--- src/rtl/sipo_pkg.sv ---
// -----------------------------------------------------------------------------
// sipo_pkg
//   Shared declarations for the serial-in/parallel-out deserializer slice.
//   - state_t       : FSM encoding (SHIFT collects data bits, PAR takes the
//                     optional parity bit)
//   - DEF_WIDTH     : default word width, matches the downstream 4-bit register
//   - DEF_MSB_FIRST : default bit order (0 = first received bit in bit 0)
// -----------------------------------------------------------------------------
package sipo_pkg;

    typedef enum logic {
        SHIFT = 1'b0,
        PAR   = 1'b1
    } state_t;

    localparam int DEF_WIDTH     = 4;
    localparam int DEF_MSB_FIRST = 0;

endpackage : sipo_pkg

--- src/rtl/sipo_bit_counter.sv ---
// -----------------------------------------------------------------------------
// sipo_bit_counter
//   Counts accepted data bits of the word being assembled.
//   Ports:
//     clk   in   clock, rising edge
//     rst   in   synchronous, active-high reset (cnt -> 0)
//     inc   in   one data bit accepted this cycle
//     clr   in   word complete, restart at 0 (wins over inc)
//     cnt   out  number of data bits collected so far (0..WIDTH)
//     last  out  next data bit is the final data bit of the word
// -----------------------------------------------------------------------------
module sipo_bit_counter
    import sipo_pkg::*;
#(
    parameter int WIDTH = DEF_WIDTH,
    parameter int CNT_W = $clog2(WIDTH + 1)
) (
    input  logic             clk,
    input  logic             rst,
    input  logic             inc,
    input  logic             clr,
    output logic [CNT_W-1:0] cnt,
    output logic             last
);

    logic [CNT_W-1:0] r_cnt;

    always_ff @(posedge clk) begin
        if (rst || clr) begin
            r_cnt <= '0;
        end else if (inc) begin
            r_cnt <= r_cnt + CNT_W'(1);
        end
    end

    assign cnt  = r_cnt;
    assign last = (r_cnt == CNT_W'(WIDTH - 1));

endmodule : sipo_bit_counter

--- src/rtl/sipo_deserializer.sv ---
// -----------------------------------------------------------------------------
// sipo_deserializer
//   Serial-in/parallel-out deserializer feeding the 4-bit parallel register.
//   Collects one bit per cycle from a valid/ready serial port into WIDTH-bit
//   words and presents them on a valid/ready parallel port through a one-word
//   output buffer. The next word keeps shifting in while an output word is
//   stalled; only the final slot of a word waits for the buffer to free up.
//
//   Optional feature (compile-time macro SIPO_PARITY_EN):
//     defined   : one extra even-parity bit follows each word; par_err flags
//                 ^{data, parity_bit} and loads together with out_data.
//     undefined : no parity slot, par_err is tied to 0.
//
//   Ports:
//     clk        in   clock, rising edge
//     rst        in   synchronous, active-high reset
//     ser_in     in   serial data bit
//     ser_valid  in   ser_in valid this cycle
//     ser_ready  out  bit accepted when ser_valid && ser_ready
//     out_data   out  assembled word, stable while out_valid && !out_ready
//     out_valid  out  out_data holds an unconsumed word
//     out_ready  in   downstream takes the word when out_valid && out_ready
//     par_err    out  parity error of the current out_data (qualified by
//                     out_valid)
// -----------------------------------------------------------------------------
module sipo_deserializer
    import sipo_pkg::*;
#(
    parameter int WIDTH     = DEF_WIDTH,
    parameter int MSB_FIRST = DEF_MSB_FIRST
) (
    input  logic             clk,
    input  logic             rst,
    input  logic             ser_in,
    input  logic             ser_valid,
    output logic             ser_ready,
    output logic [WIDTH-1:0] out_data,
    output logic             out_valid,
    input  logic             out_ready,
    output logic             par_err
);

    localparam int CNT_W = $clog2(WIDTH + 1);

    state_t             r_state;
    state_t             w_state_next;
    logic [WIDTH-1:0]   r_shift;
    logic [WIDTH-1:0]   w_shift_next;
    logic [WIDTH-1:0]   w_word;
    logic [WIDTH-1:0]   r_out_data;
    logic               r_out_valid;
    logic [CNT_W-1:0]   w_cnt;
    logic [CNT_W-1:0]   w_idx;
    logic               w_last;
    logic               w_accept;
    logic               w_final_slot;
    logic               w_data_acc;
    logic               w_load;

    sipo_bit_counter #(
        .WIDTH (WIDTH),
        .CNT_W (CNT_W)
    ) u_cnt (
        .clk  (clk),
        .rst  (rst),
        .inc  (w_data_acc),
        .clr  (w_load),
        .cnt  (w_cnt),
        .last (w_last)
    );

    assign w_accept = ser_valid && ser_ready;

    // FSM: state register
    always_ff @(posedge clk) begin
        if (rst) begin
            r_state <= SHIFT;
        end else begin
            r_state <= w_state_next;
        end
    end

    // FSM: next state
    always_comb begin
        w_state_next = r_state;
`ifdef SIPO_PARITY_EN
        case (r_state)
            SHIFT:   if (w_accept && w_last) w_state_next = PAR;
            PAR:     if (w_accept)           w_state_next = SHIFT;
            default: w_state_next = SHIFT;
        endcase
`else
        w_state_next = SHIFT;
`endif
    end

    // FSM: outputs. ser_ready depends combinationally on out_ready so the
    // final slot can complete on the very edge the pending word is taken.
    always_comb begin
`ifdef SIPO_PARITY_EN
        w_final_slot = (r_state == PAR);
`else
        w_final_slot = w_last;
`endif
        ser_ready  = !(w_final_slot && r_out_valid && !out_ready);
        w_data_acc = w_accept && (r_state == SHIFT);
        w_load     = w_accept && w_final_slot;
    end

    // Each data bit is written straight into its final position, selected by
    // the bit count, so no shifting is needed for either bit order.
    always_comb begin
        if (MSB_FIRST != 0) begin
            w_idx = CNT_W'(WIDTH - 1) - w_cnt;
        end else begin
            w_idx = w_cnt;
        end
        w_shift_next = r_shift;
        for (int i = 0; i < WIDTH; i++) begin
            if (w_idx == CNT_W'(i)) begin
                w_shift_next[i] = ser_in;
            end
        end
    end

    // In parity mode the data bits are already complete when the parity bit
    // arrives; otherwise the word includes the bit being accepted now.
`ifdef SIPO_PARITY_EN
    assign w_word = r_shift;
`else
    assign w_word = w_shift_next;
`endif

    always_ff @(posedge clk) begin
        if (rst) begin
            r_shift     <= '0;
            r_out_data  <= '0;
            r_out_valid <= 1'b0;
        end else begin
            if (w_data_acc) begin
                r_shift <= w_shift_next;
            end
            // A load on the same edge as a consume keeps out_valid high.
            if (w_load) begin
                r_out_data  <= w_word;
                r_out_valid <= 1'b1;
            end else if (out_ready) begin
                r_out_valid <= 1'b0;
            end
        end
    end

`ifdef SIPO_PARITY_EN
    logic r_par_err;

    always_ff @(posedge clk) begin
        if (rst) begin
            r_par_err <= 1'b0;
        end else if (w_load) begin
            r_par_err <= ^{r_shift, ser_in};
        end
    end

    assign par_err = r_par_err;
`else
    assign par_err = 1'b0;
`endif

    assign out_data  = r_out_data;
    assign out_valid = r_out_valid;

endmodule : sipo_deserializer

--- config.mk ---
export PLATFORM = sky130hd
export DESIGN_NAME = sipo_deserializer
export DESIGN_NICKNAME = d
export VERILOG_FILES = /design/src/rtl/sipo_pkg.sv /design/src/rtl/sipo_bit_counter.sv /design/src/rtl/sipo_deserializer.sv
export SDC_FILE = /design/constraint.sdc
export NUM_CORES = 1
export LEC_CHECK = 0
export BUFFER_PORTS_ARGS = -buffer_cell sky130_fd_sc_hd__buf_2
export CAP_MARGIN = 10
export CORE_MARGIN = 3
export CORE_UTILIZATION = 45
export CTS_CLUSTER_SIZE = 28
export DETAILED_ROUTE_END_ITERATION = 8
export GPL_TIMING_DRIVEN = 0
export PLACE_DENSITY = 0.72
export RECOVER_POWER = 100
export SYNTH_ARGS = -nofsm -noshare
export SYNTH_HDL_FRONTEND = slang
export SYNTH_HIERARCHICAL = 1
export SYNTH_SLANG_ARGS = --single-unit
--- constraint.sdc ---
create_clock -name clk -period 3.54 [get_ports clk]
set_input_delay 0.708 -clock clk [delete_from_list [all_inputs] [get_ports clk]]
set_output_delay 0.708 -clock clk [all_outputs]
set_load 0.1 [all_outputs]
==> impl_metrics.tcl, run 1 <==
set metrics [dict create \
    yosysSeqAreaShare 0.376 \
    worst-path-max-fanout 6 \
    timing.critical_path.to_type "output port" \
    required_ns 2.83 \
    io_buffer_count 10 \
    initial_core_util 0.525 \
    slew_headroom 0.231 \
    cts.reportedPaths.clkPinSlew_ns 0.08 \
    crit_start "u_cnt/cnt[0]" \
    rsz0062_at_grt "false" \
    clock_skew_ns 0.000552 \
    yosysWarnings 6 \
    dp_hpwl_um 889 \
    grt_util_all_layers 0.148 \
    wire_per_inst_um 14.3 \
    grt_pass1_vias 466 \
    ctsRootBufferMaster "clkbuf_4" \
    r2r_setup_slack_ns 1.49 \
    slew_viol_final 0 \
    antenna_found_initial 0 \
    ys_types 22 \
    layoutNonFillerInstCount 85 \
    post_cts_resized 0 \
    die_w_um 43.7 \
    worstMarginPinSlew_ns 1.16 \
    worstRegToRegCells 7 \
    ys_ff_latch 12 \
    tritoncts "yes" \
    cpPeakStageDelay_ns 0.48 \
    dp_cells 81 \
    setup_tns_ns 0 \
    maxCapViolations 0 \
    synth.area.top_cells "dfxtp_1 (38%), a211oi_2 (16%), mux2i_1 (7.8%)" \
    r2r-end "u_cnt/cnt[2]" \
    power.static_leakage_uw 0.000250 \
    yosys.area.top_type "dfxtp_1" \
    numCtsBuffers 3 \
    htree_levels 1 \
    vias_per_cell 5.64 \
    cts_setup_buffers 0 \
    gp_congestion 0.693 \
    synthCells 57 \
    finalWirelength_mm 1.21 \
    hold_class "register to register" \
    clock-sinks 12 \
    status "finished clean" \
    fp.coreArea_um2 1220 \
    drc 0 \
    syn_nets 64 \
    antennaDiodeCount 0 \
    period_share 0.711 \
    cts_buffer_depth 2 \
    clk_latency_ns 0.28 \
    pre_cts_slack_ns 1.43 \
    hold_slack_ns 0.536 \
    fmax_mhz 397 \
    worstSetupPathType "register to output port" \
    dr.pass1.iters 4 \
    cp-start-kind "register" \
    dieArea_um2 1910 \
    hold_buffers 0 \
    setup_violations 0 \
    rows 12 \
    io_pins 12 \
    first_iter_violations 10 \
    routed-via-count 479 \
    grt_max_degree 10 \
    fin_nets 79 \
    layout_common_cells "dfxtp_1 (12), clkbuf_1 (9), a21oi_1 (9)" \
    irDropWorstVdd_mv 0.247 \
    mostFrequentLayoutCell "dfxtp_1" \
    syn_area_um2 638 \
    crit_end "ser_ready" \
    crit_chain "ha_1 -> ha_1 -> nand3b_1 -> buf_2" \
    cellPowerDensity_nw_per_um2 458 \
    hold_violations 0 \
    gr-total-overflow 0 \
    cp_slowest_cell "buf_2" \
    drive_gt1_frac 0.268 \
    avgSynthCellArea_um2 11.2 \
    grt_pass1_wl_mm 2.07 \
    fin_ws_ns 1.02 \
    areaGrowthSynthToFinish_pct 7.84 \
    timing.rr.start "u_cnt/cnt[0]" \
    die_height_um 43.7 \
    final.min_clock_period_ns 2.52 \
    crit_arrival_ns 1.81 \
    cp_common_cell "ha_1" \
    ant_nets 0 \
    yosysTopAreaCellShare 0.376 \
]
[synthesized netlist by cell type (all sizes together)]
cell type	n
dfxtp	12
a21oi	9
a211oi	8
mux2i	5
and2	3
buf	3
nor3	3
ha	2
nand3b	2
nor3b	2
a2111oi	1
clkbuf	1
conb	1
inv	1
nand2	1
nand2b	1
nor2	1
xnor2	1
[power by group]
group / switching (uW) / internal (uW)
sequential: 7.69 / 142
clock: 51.4 / 62.5
combinational: 32.4 / 18.9
[layout make-up]
cell class	count	area (um2)
flip-flops and latches	12	240
clock buffers	4	36.3
well taps	14	17.5
repair buffers	10	42.5
multi-input cells	40	329
plain buffers	4	18.8
inverters	1	3.75
fillers	118	528
[worst max-delay path, delay by kind of cell (launching register included)]
kind / cells / cell delay, ns
adder cells (fa/ha/maj): 2 / 0.44
AND/OR/NAND/NOR: 1 / 0.23
flip-flops: 1 / 0.38
buffers and inverters: 1 / 0.48
[worst min-delay path by stage]
stage | startpoint | to | slack [ns] | depth (start not counted)
after floorplan | r_shift[0] | r_shift[0] | 0.53 | 2
after global placement | r_shift[0] | r_shift[0] | 0.54 | 2
after detailed placement | out_data[1] | out_data[1] | 0.55 | 2
after CTS | r_shift[1] | r_shift[1] | 0.56 | 2
after global routing | out_data[3] | out_data[3] | 0.56 | 2
final | r_shift[3] | r_shift[3] | 0.54 | 2
[state kept, by name, indices dropped and copies added (netlist names)]
name and flops:
out_data 4, out_valid 1, r_shift 4, u_cnt/cnt 3
[layer usage]
layer | GRT usage | share of wire | up-vias
li1 | - | - | 235
met1 | 0.184 | 0.47 | 218
met2 | 0.224 | 0.44 | 20
met3 | 0.0415 | 0.069 | 6
met4 | 0.0904 | 0.028 | 0
met5 | 0 | 0 | -
[through the flow]
step	utilization	cell area [um2]	total power, uW
finish	0.566	688	315
global route	0.566	688	328
CTS	0.610	742	322
detailed placement	0.580	706	210
global placement	0.580	706	208
floorplan	-	638	198
[cell families (layout without fill, tap and decap cells)]
| family | Yosys count | count (layout) | share of synthesized area |
|---|---|---|---|
| compound gates | 18 | 18 | 0.251 |
| simple gates | 13 | 13 | 0.176 |
| xor+xnor | 1 | 1 | 0.0137 |
| buf+inv | 5 | 19 | 0.0588 |
| mux | 5 | 5 | 0.0784 |
| other cells | 1 | 1 | 0.00588 |
| fa+ha+maj | 2 | 2 | 0.0392 |
| flops | 12 | 12 | 0.376 |
Power figures use the tool's default switching activity.
==> run 2: changes to the inputs <==
- ABC_AREA: unset -> 1
- clock period: 3.54 -> 2.6 ns (I/O delays scaled with it)
==> run 2 against run 1 <==
Effect of this change: total power is 39% higher; area after synthesis is 1.4% higher; sequential share of layout area is 2.0 points lower; non-clock buffer count shrank 3; count of clock-buffer cells in the layout did not move; clock power grew 38%; wire length is 4.2% lower; critical path type unchanged; highest routed layer unchanged.
==> impl_metrics.tcl, run 2 <==
set metrics [dict create \
    status "finished clean" \
    ant_nets 0 \
    die_height_um 43.9 \
    routed-via-count 594 \
    period_share 0.842 \
    setup_violations 0 \
    wire_per_inst_um 8.73 \
    antennaDiodeCount 0 \
    numCtsBuffers 3 \
    clock_skew_ns 0.00377 \
    tritoncts "yes" \
    yosys.area.top_type "dfxtp_1" \
    worst-path-max-fanout 8 \
    slew_viol_final 0 \
    crit_buf_inv 1 \
    synth.most_common_cell "nand2_1" \
    layoutNonFillerInstCount 133 \
    postLayoutCoreUtil 0.555 \
    hold_violations 0 \
    mostFrequentLayoutCell "nand2_1" \
    cp_common_cell "ha_1" \
    rows 13 \
    crit_start "u_cnt/cnt[0]" \
    m1WireLength_um 613 \
    timing.critical_path.to_type "output port" \
    worstMarginPinSlew_ns 1.16 \
    drive_gt1_frac 0.127 \
    dr.pass1.iters 4 \
    htree_levels 1 \
    yosysSeqAreaShare 0.371 \
    syn_nets 111 \
    fp.coreArea_um2 1320 \
    hold_class "primary input to register" \
    dp_hpwl_um 811 \
    drc 0 \
    synthCells 104 \
    first_iter_violations 20 \
    synth-edff-count 0 \
    final.min_clock_period_ns 2.19 \
    synth.area.top_cells "dfxtp_1 (37%), nand2_1 (20%), nor2_1 (12%)" \
    rsz0062_at_grt "false" \
    yosysTopAreaCellShare 0.371 \
    vias_per_cell 4.47 \
    areaGrowthSynthToFinish_pct 13.0 \
    finalWirelength_mm 1.16 \
    cts.reportedPaths.clkPinSlew_ns 0.08 \
    cpPeakStageDelay_ns 0.46 \
    clock-sinks 12 \
    io_pins 12 \
    top_layer "met4" \
    hold_path.startpoint "rst" \
    dp_cells 129 \
    ys_ff_latch 12 \
    antenna_found_initial 0 \
    cellPowerDensity_nw_per_um2 601 \
    worstSetupPathType "register to output port" \
    power.static_leakage_uw 0.000411 \
    yosysWarnings 6 \
    crit_arrival_ns 1.67 \
    fin_nets 126 \
    dieArea_um2 1930 \
    crit_chain "ha_1 -> ha_1 -> nand3_2 -> clkbuf_2" \
    cp_top_family "buffers and inverters" \
    timing.rr.start "u_cnt/cnt[0]" \
    syn_area_um2 647 \
    grt_pass1_wl_mm 1.91 \
    hold_slack_ns 0.510 \
    fmax_mhz 457 \
    maxCapViolations 0 \
    grt_util_all_layers 0.138 \
    layout_common_cells "nand2_1 (36), nor2_1 (21), inv_1 (17)" \
    gp_congestion 0.765 \
    synth_flop_cell "dfxtp_1" \
    cp_slowest_cell "clkbuf_2" \
    cp-start-kind "register" \
    ctsRootBufferMaster "clkbuf_4" \
    gr-total-overflow 0 \
    irDropWorstVdd_mv 0.408 \
    grt_max_degree 11 \
    cts_setup_buffers 0 \
    synth_common_cells "nand2_1 (35), nor2_1 (21), inv_1 (17)" \
    async_flop_share 0 \
    io_buffer_count 10 \
    die_w_um 43.9 \
    required_ns 2.08 \
    slew_headroom 0.229 \
    wl_met2_um 456 \
    grt_pass1_vias 458 \
    avgSynthCellArea_um2 6.22 \
    initial_core_util 0.491 \
    post_cts_resized 0 \
    wl_met3_um 53 \
    clk_latency_ns 0.28 \
    ys_types 15 \
    setup_tns_ns 0 \
    hold_buffers 0 \
    cts_buffer_depth 2 \
]
-- run 2: cell types whose count changed after synthesis, moves of 4 or more --
cell and change:
nand3_1 +4, a211oi_2 -8, mux2i_1 -5, inv_1 +16, nor2_1 +20, nand2_1 +34
a21oi_1 -9
-- run 2: final cells by class --
type | instances | area (um2)
Fill cell | 138 | 587
Buffer | 1 | 7.51
Sequential cell | 12 | 240
Timing Repair Buffer | 10 | 43.8
Tap cell | 15 | 18.8
Clock buffer | 4 | 36.3
Inverter | 20 | 75.1
Multi-Input combinational cell | 71 | 309
-- run 2: path summary, 6_finish.rpt --
path,to,slack [ns],cells past startpoint
setup / recovery,ser_ready,0.41,4
hold / removal,u_cnt/cnt[2],0.51,4
setup reg to reg,u_cnt/cnt[0],0.94,9
hold reg to reg,out_data[2],0.52,4
-- run 2: through the flow --
step / area (um2) / power, uW / worst slack [ns]
global route: 731 / 460 / 0.360
CTS: 752 / 445 / 0.396
global placement: 716 / 286 / 0.731
finish: 731 / 439 / 0.411
detailed placement: 716 / 288 / 0.717
floorplan: 647 / 273 / 0.103
-- run 2: kinds of logic (layout without fill, tap and decap cells) --
| kind of cell | count (synthesis) | in the layout | synth area share |
|---|---|---|---|
| other | 1 | 1 | 0.00580 |
| and+or+nand+nor | 68 | 68 | 0.456 |
| DFF | 12 | 12 | 0.371 |
| buffers and inverters | 21 | 35 | 0.128 |
| adders and majority gates | 2 | 2 | 0.0387 |
-- run 2: metal layers --
| layer | GRT usage | vias to the layer above |
|---|---|---|
| li1 | - | 335 |
| met1 | 0.186 | 243 |
| met2 | 0.180 | 11 |
| met3 | 0.0373 | 5 |
| met4 | 0.108 | 0 |
| met5 | 0 | - |
-- run 2: power by group --
group	switching (uW)	internal, uW	leakage, uW
sequential	10.3	194	0.0000984
combinational	55.3	23.0	0.000291
clock	71.2	85.3	0.0000210
-- run 2: tightest hold or removal path, delay by kind of cell --
family / cells / cell delay, ns
and+or+nand+nor: 3 / 0.15
buffers and inverters: 1 / 0.09
